<file path="config.mk">
export PLATFORM = sky130hd
export DESIGN_NAME = warp_fetcher
export DESIGN_NICKNAME = d
export VERILOG_FILES = /design/src/rtl/warp_fetcher.sv
export SDC_FILE = /design/constraint.sdc
export NUM_CORES = 2
export LEC_CHECK = 0
export CORE_MARGIN = 2
export CORE_UTILIZATION = 63
export CTS_BUF_LIST = sky130_fd_sc_hd__clkbuf_16
export DETAILED_ROUTE_END_ITERATION = 8
export MAX_ROUTING_LAYER = met4
export PLACE_DENSITY = 0.94
export SLEW_MARGIN = 30
export SYNTH_ARGS = -nofsm -noshare
export SYNTH_HDL_FRONTEND = slang
export SYNTH_SLANG_ARGS = --single-unit
export TNS_END_PERCENT = 1
</file>
<file path="constraint.sdc">
create_clock -name clk_i -period 59.9 [get_ports clk_i]
set_input_delay 8.985 -clock clk_i [delete_from_list [all_inputs] [get_ports clk_i]]
set_output_delay 8.985 -clock clk_i [all_outputs]
set_load 0.005 [all_outputs]
</file>
<file path="src/rtl/warp_fetcher.sv">
// Warp fetch stage: per-warp PC/mask tracking, round-robin warp pick,
// one registered fetch request per warp toward the instruction cache.
module warp_fetcher #(
    parameter int NumWarps  = 8,
    parameter int WarpWidth = 32,
    parameter int PcWidth   = 32,
    parameter int WidWidth  = $clog2(NumWarps)
) (
    input  logic                 clk_i,
    input  logic                 rst_i,
    input  logic                 launch_valid_i,
    output logic                 launch_ready_o,
    input  logic [PcWidth-1:0]   launch_pc_i,
    input  logic [WarpWidth-1:0] launch_act_mask_i,
    input  logic [NumWarps-1:0]  ib_space_i,
    input  logic                 upd_valid_i,
    input  logic [WidWidth-1:0]  upd_warp_id_i,
    input  logic [PcWidth-1:0]   upd_pc_i,
    input  logic [WarpWidth-1:0] upd_act_mask_i,
    input  logic                 upd_done_i,
    input  logic                 ic_ready_i,
    output logic                 fe_valid_o,
    output logic [PcWidth-1:0]   fe_pc_o,
    output logic [WarpWidth-1:0] fe_act_mask_o,
    output logic [WidWidth-1:0]  fe_warp_id_o,
    output logic [NumWarps-1:0]  warp_active_o,
    output logic                 all_idle_o
);

    typedef enum logic [1:0] {
        W_IDLE,
        W_READY,
        W_WAIT
    } wstate_e;

    wstate_e              st_q   [NumWarps];
    wstate_e              st_d   [NumWarps];
    logic [PcWidth-1:0]   pc_q   [NumWarps];
    logic [PcWidth-1:0]   pc_d   [NumWarps];
    logic [WarpWidth-1:0] mask_q [NumWarps];
    logic [WarpWidth-1:0] mask_d [NumWarps];

    logic [NumWarps-1:0]  idle_vec;
    logic [NumWarps-1:0]  elig_vec;
    logic                 launch_hit;
    logic                 sel_hit;
    logic                 upd_hit;
    logic                 load;
    logic                 take;
    logic [WidWidth-1:0]  launch_id;
    logic [WidWidth-1:0]  sel_id;
    logic [WidWidth-1:0]  probe;
    logic [WidWidth-1:0]  rr_q;
    logic [WidWidth-1:0]  rr_d;

    always_comb begin
        idle_vec = '0;
        elig_vec = '0;
        for (int i = 0; i < NumWarps; i++) begin
            idle_vec[i] = (st_q[i] == W_IDLE);
            elig_vec[i] = (st_q[i] == W_READY) & ib_space_i[i];
        end
    end

    assign warp_active_o  = ~idle_vec;
    assign launch_ready_o = |idle_vec;
    assign all_idle_o     = (&idle_vec) & ~fe_valid_o;

    // Descending scan so the lowest-index idle slot wins.
    always_comb begin
        launch_hit = 1'b0;
        launch_id  = '0;
        for (int i = NumWarps - 1; i >= 0; i--) begin
            if (idle_vec[i]) begin
                launch_hit = 1'b1;
                launch_id  = WidWidth'(i);
            end
        end
    end

    // NumWarps is a power of two, so the probe index wraps for free.
    always_comb begin
        sel_hit = 1'b0;
        sel_id  = '0;
        probe   = '0;
        for (int k = 0; k < NumWarps; k++) begin
            probe = rr_q + WidWidth'(k);
            if (!sel_hit && elig_vec[probe]) begin
                sel_hit = 1'b1;
                sel_id  = probe;
            end
        end
    end

    assign load    = ~fe_valid_o | ic_ready_i;
    assign take    = load & sel_hit;
    assign upd_hit = upd_valid_i & (st_q[upd_warp_id_i] == W_WAIT);

    // Launch, update and select always touch warps in distinct states.
    always_comb begin
        for (int i = 0; i < NumWarps; i++) begin
            st_d[i]   = st_q[i];
            pc_d[i]   = pc_q[i];
            mask_d[i] = mask_q[i];
        end
        rr_d = rr_q;
        if (launch_valid_i && launch_hit) begin
            st_d[launch_id]   = W_READY;
            pc_d[launch_id]   = launch_pc_i;
            mask_d[launch_id] = launch_act_mask_i;
        end
        if (upd_hit) begin
            if (upd_done_i) begin
                st_d[upd_warp_id_i] = W_IDLE;
            end else begin
                st_d[upd_warp_id_i]   = W_READY;
                pc_d[upd_warp_id_i]   = upd_pc_i;
                mask_d[upd_warp_id_i] = upd_act_mask_i;
            end
        end
        if (take) begin
            st_d[sel_id] = W_WAIT;
            rr_d         = sel_id + WidWidth'(1);
        end
    end

    always_ff @(posedge clk_i or posedge rst_i) begin
        if (rst_i) begin
            for (int i = 0; i < NumWarps; i++) begin
                st_q[i]   <= W_IDLE;
                pc_q[i]   <= '0;
                mask_q[i] <= '0;
            end
            rr_q <= '0;
        end else begin
            for (int i = 0; i < NumWarps; i++) begin
                st_q[i]   <= st_d[i];
                pc_q[i]   <= pc_d[i];
                mask_q[i] <= mask_d[i];
            end
            rr_q <= rr_d;
        end
    end

    always_ff @(posedge clk_i or posedge rst_i) begin
        if (rst_i) begin
            fe_valid_o    <= 1'b0;
            fe_pc_o       <= '0;
            fe_act_mask_o <= '0;
            fe_warp_id_o  <= '0;
        end else if (load) begin
            fe_valid_o <= sel_hit;
            if (sel_hit) begin
                fe_pc_o       <= pc_q[sel_id];
                fe_act_mask_o <= mask_q[sel_id];
                fe_warp_id_o  <= sel_id;
            end
        end
    end

`ifndef SYNTHESIS
    always_ff @(posedge clk_i) begin
        if (!rst_i && upd_valid_i) begin
            assert (st_q[upd_warp_id_i] == W_WAIT)
            else $error("update to warp %0d which is not waiting", upd_warp_id_i);
        end
    end
`endif

endmodule

</file>
==> summary.md <==
| Metric | Value |
|---|---|
| Post-CTS Resized | 0 |
| DRT iter0 DRCs | around 4000 |
| #FFs+latches synth | 599 |
| Die W | 236 microns |
| Design Area, Final | 37400 sq um |
| VDD IR-drop max | 0.000107 V |
| Setup ws final | between 40 and 50 ns |
| Core area | 52800 sq um |
| Maximum clock insertion buffer count | 3 |
| Metal-1 WL | approximately 40000 microns |
| First-pass GRT wire length | around 160000 microns |
| CTS clk-pin slew, worst paths | around 0.060 ns |
| DR vias/cell | 6.97 |
| WS Path Type | in2reg |
| Power share of the combinational group | 0.603 |
| Nets | ~3500 |
| Clock Skews | between 0.015 and 0.02 ns |
| Met2 Wirelength | 47800 microns |
| Clock Sinks | 599 |
| Overflow after GRT | 0 |
| Drt first pass iters | 6 |
| Max-cap viol count | 0 |
| Fin. Hold Viols | 0 |
| EDFF count, synth | 0 |
| CTS tree | built |
| RSZ-0062 raised after global routing | false |
| Largest net degree at the start of global routing | approximately 170 |
| Critical path endpoint category | flop |
| Worst path most repeated cell | buf_4 |
| Final hold slack | 0.495 ns |
| Lkg Pwr | 0.0150 uW |
| Final Total Pwr | between 2000 and 3000 uW |
| Final Cycle Share | 0.253 |
| Mapped Nets | 3555 |
| Number of setup buffers added after CTS | 0 |
| Top cells by count, synth | 719 x mux2i_1, 599 x dfrtp_1, 470 x nand2_1, 399 x o21ai_0, 198 x clkbuf_1 |
| Clock Latency Late Sink | around 0.64 ns |
| WP buf/inv | 5 |
| Avg WL per Cell | 25.5 microns |
| Worst Path Arrival | roughly 16 ns |
| Final Setup Violations | 0 |
| Setup TNS | 0 ns |
| Post-layout min period | about 15 ns |
| Routed via count | roughly 28000 |
| Row Count | 84 |
| Sequential fraction of the synthesis area | 0.444 |
| Hold Path Class | reg2reg |
| H-tree depth | 2 |
| Gpl congestion | approximately 0.96 |
| Yosys Warn Count | 0 |
| Crit-path max FO | between 60 and 70 |
| Synth area leader | dfrtp_1 |
| Synth unique cells | 70 |
| Top cells by area, synth | dfrtp_1 44%, mux2i_1 21%, o21ai_0 5.9% |
| Top cell type's share of synthesized area | 0.444 |
| Sequential share of power | 0.270 |
| PD cells | 75.0 nW/um^2 |
| Drt total wl | 104000 microns |
| Syn Std Cell Area | approximately 34000 sq um |
| Async SR Flop Fraction | 1.00 |
| CP Cell Sequence | clkdlybuf4s50_1, nand3b_1, mux2i_1, mux4_2, or3_1, or4_2, buf_4, o221ai_4, buf_4, nand2_1, inv_4, buf_4, mux2_2, o211ai_1 |
| GRT Resource Usage Total | 0.377 |
| HPWL Detailed | 55500 microns |
| PortBufs | around 220 |
| Max Used Layer | met4 |
| Primary FF master, synth | dfrtp_1 |
| Cts bufs inserted | 60 |
| Area grow syn2layout | 10.7% |
| Switch share | 0.457 |
| Slowest-stage cell, CP | buf_4 |
| Initial Utilization | 0.640 |
| Clock Tree Root | clkbuf_16 |
| Internal | approximately 1500 uW |
| Post-DP Area | between 30000 and 40000 sq um |
| F_max | 66.0 MHz |
| Die area | 55500 sq um |
| IO Pins | between 200 and 250 |
| Max-slew headroom | 0.258 |
| Worst path max stage delay | 0.89 ns |
| CTS Hold Buffers Added | 0 |
| Filler cell count | 3572 |
| DRC viols | 0 |
| Worst-margin pin slew | 1.11 ns |
| Antenna violations before repair | 11 |
| Die Height | 236 microns |
| Top delay family on crit path | buffers and inverters |
| Clock share of power | 0.127 |
| Syn avg cell area | 9.91 sq um |
| Number of global-route vias before repair | a little under 30000 |
| Layout cells sized above 1 | 0.0921 |
| Synthesized instance count | 3407 |
| Status | finished, final reports clean |
| Net Sw Power | roughly 1300 uW |
| DRT antenna net count | 0 |
| DP Worst Slack | 44.23 ns |
| Req. time, crit path | roughly 60 ns |
| Fin. max-slew vios | 0 |
| CP Launch Type | input port |
| Most frequent cell after synthesis | mux2i_1 |
| Metal3 WL | 12300 microns |
## tightest hold or removal path: stages (launching register included)
cell	delay, ns
dfrtp_1	0.34
nand2_1	0.05
o211ai_1	0.07
## metrics by stage
stage	cells	util
CTS	4041	0.707
global placement	3935	0.672
finish	4054	0.708
global route	4053	0.708
floorplan	3407	-
detailed placement	3937	0.673
## path summary, 6_finish.rpt
check	startpoint	endpoint	slack [ns]	cells past startpoint
hold / removal	fe_pc_o[21]$_DFFE_PP0N_	fe_pc_o[21]$_DFFE_PP0N_	0.49	2
setup reg to reg	rr_q[0]$_DFFE_PP0N_	fe_act_mask_o[16]$_DFFE_PP0N_	51.37	15
setup / recovery	ib_space_i[2]	fe_act_mask_o[16]$_DFFE_PP0N_	44.75	14
min in group asynchronous	rst_i	rr_q[0]$_DFFE_PP0N_	8.85	2
hold reg to reg	fe_pc_o[21]$_DFFE_PP0N_	fe_pc_o[21]$_DFFE_PP0N_	0.49	2
max in group asynchronous	rst_i	pc_q[39]$_DFF_PP0_	47.36	6
## power by group through the flow
stage / clock [uW] / sequential (uW) / combinational [uW]
2_1_floorplan: 0 / 707 / 1270
3_3_place_gp: 0 / 742 / 1570
3_5_place_dp: 0 / 750 / 1620
4_1_cts: 355 / 750 / 1640
5_1_grt: 372 / 774 / 1780
6_report: 356 / 758 / 1690
## layer usage
layer  vias up  GRT usage
met5         -          -
met4         0      0.190
met3       448     0.0845
met2      2063      0.571
met1     13710      0.478
li1      12046          -
## area by class of cell
class | instances | area [sq um] | share of cell area
flip-flops and latches | 599 | 15000 | 0.401
inverters | 28 | 120 | 0.00321
clock inverters | 43 | 245 | 0.00656
well taps | 688 | 861 | 0.0230
diodes | 12 | 30.0 | 0.000803
repair buffers | 269 | 2680 | 0.0717
multi-input cells | 2354 | 16900 | 0.453
clock buffers | 61 | 1530 | 0.0408
## flip-flops by register name, summed over array words and instances (netlist names)
| signal | flops |
|---|---|
| fe_act_mask_o | 32 |
| fe_pc_o | 32 |
| fe_valid_o | 1 |
| fe_warp_id_o | 3 |
| mask_q | 256 |
| pc_q | 256 |
| rr_q | 3 |
| st_q | 16 |
## layout by cell type (no fill, tap or decap), types with 8 or more instances in the layout
master / netlist / routed
a2111o_1: 63 / 63
a21oi_1: 138 / 137
a221oi_1: 67 / 67
buf_4: 6 / 34
buf_6: 15 / 9
clkbuf_16: 0 / 61
clkdlybuf4s50_1: 0 / 222
clkinv_1: 0 / 10
clkinv_2: 0 / 13
dfrtp_1: 599 / 599
diode_2: 0 / 12
inv_1: 26 / 40
mux2_2: 65 / 65
mux2i_1: 719 / 719
nand2_1: 470 / 470
nand3_1: 9 / 9
nor2_1: 153 / 145
nor2_4: 0 / 8
nor3_1: 11 / 8
o211ai_1: 59 / 59
o211ai_2: 11 / 11
o21ai_0: 399 / 399
o21ai_1: 8 / 8
o221a_2: 64 / 64
## cell families after synthesis
| family | share of synthesized area |
|---|---|
| flip-flops | 0.444 |
| XOR/XNOR | 0.00104 |
| buffers and inverters | 0.0602 |
| AND/OR/NAND/NOR | 0.0854 |
| AO/OA/AOI/OAI | 0.169 |
| multiplexers | 0.240 |
| adder cells (fa/ha/maj) | 0.00111 |
(Power assumes the default switching activity.)
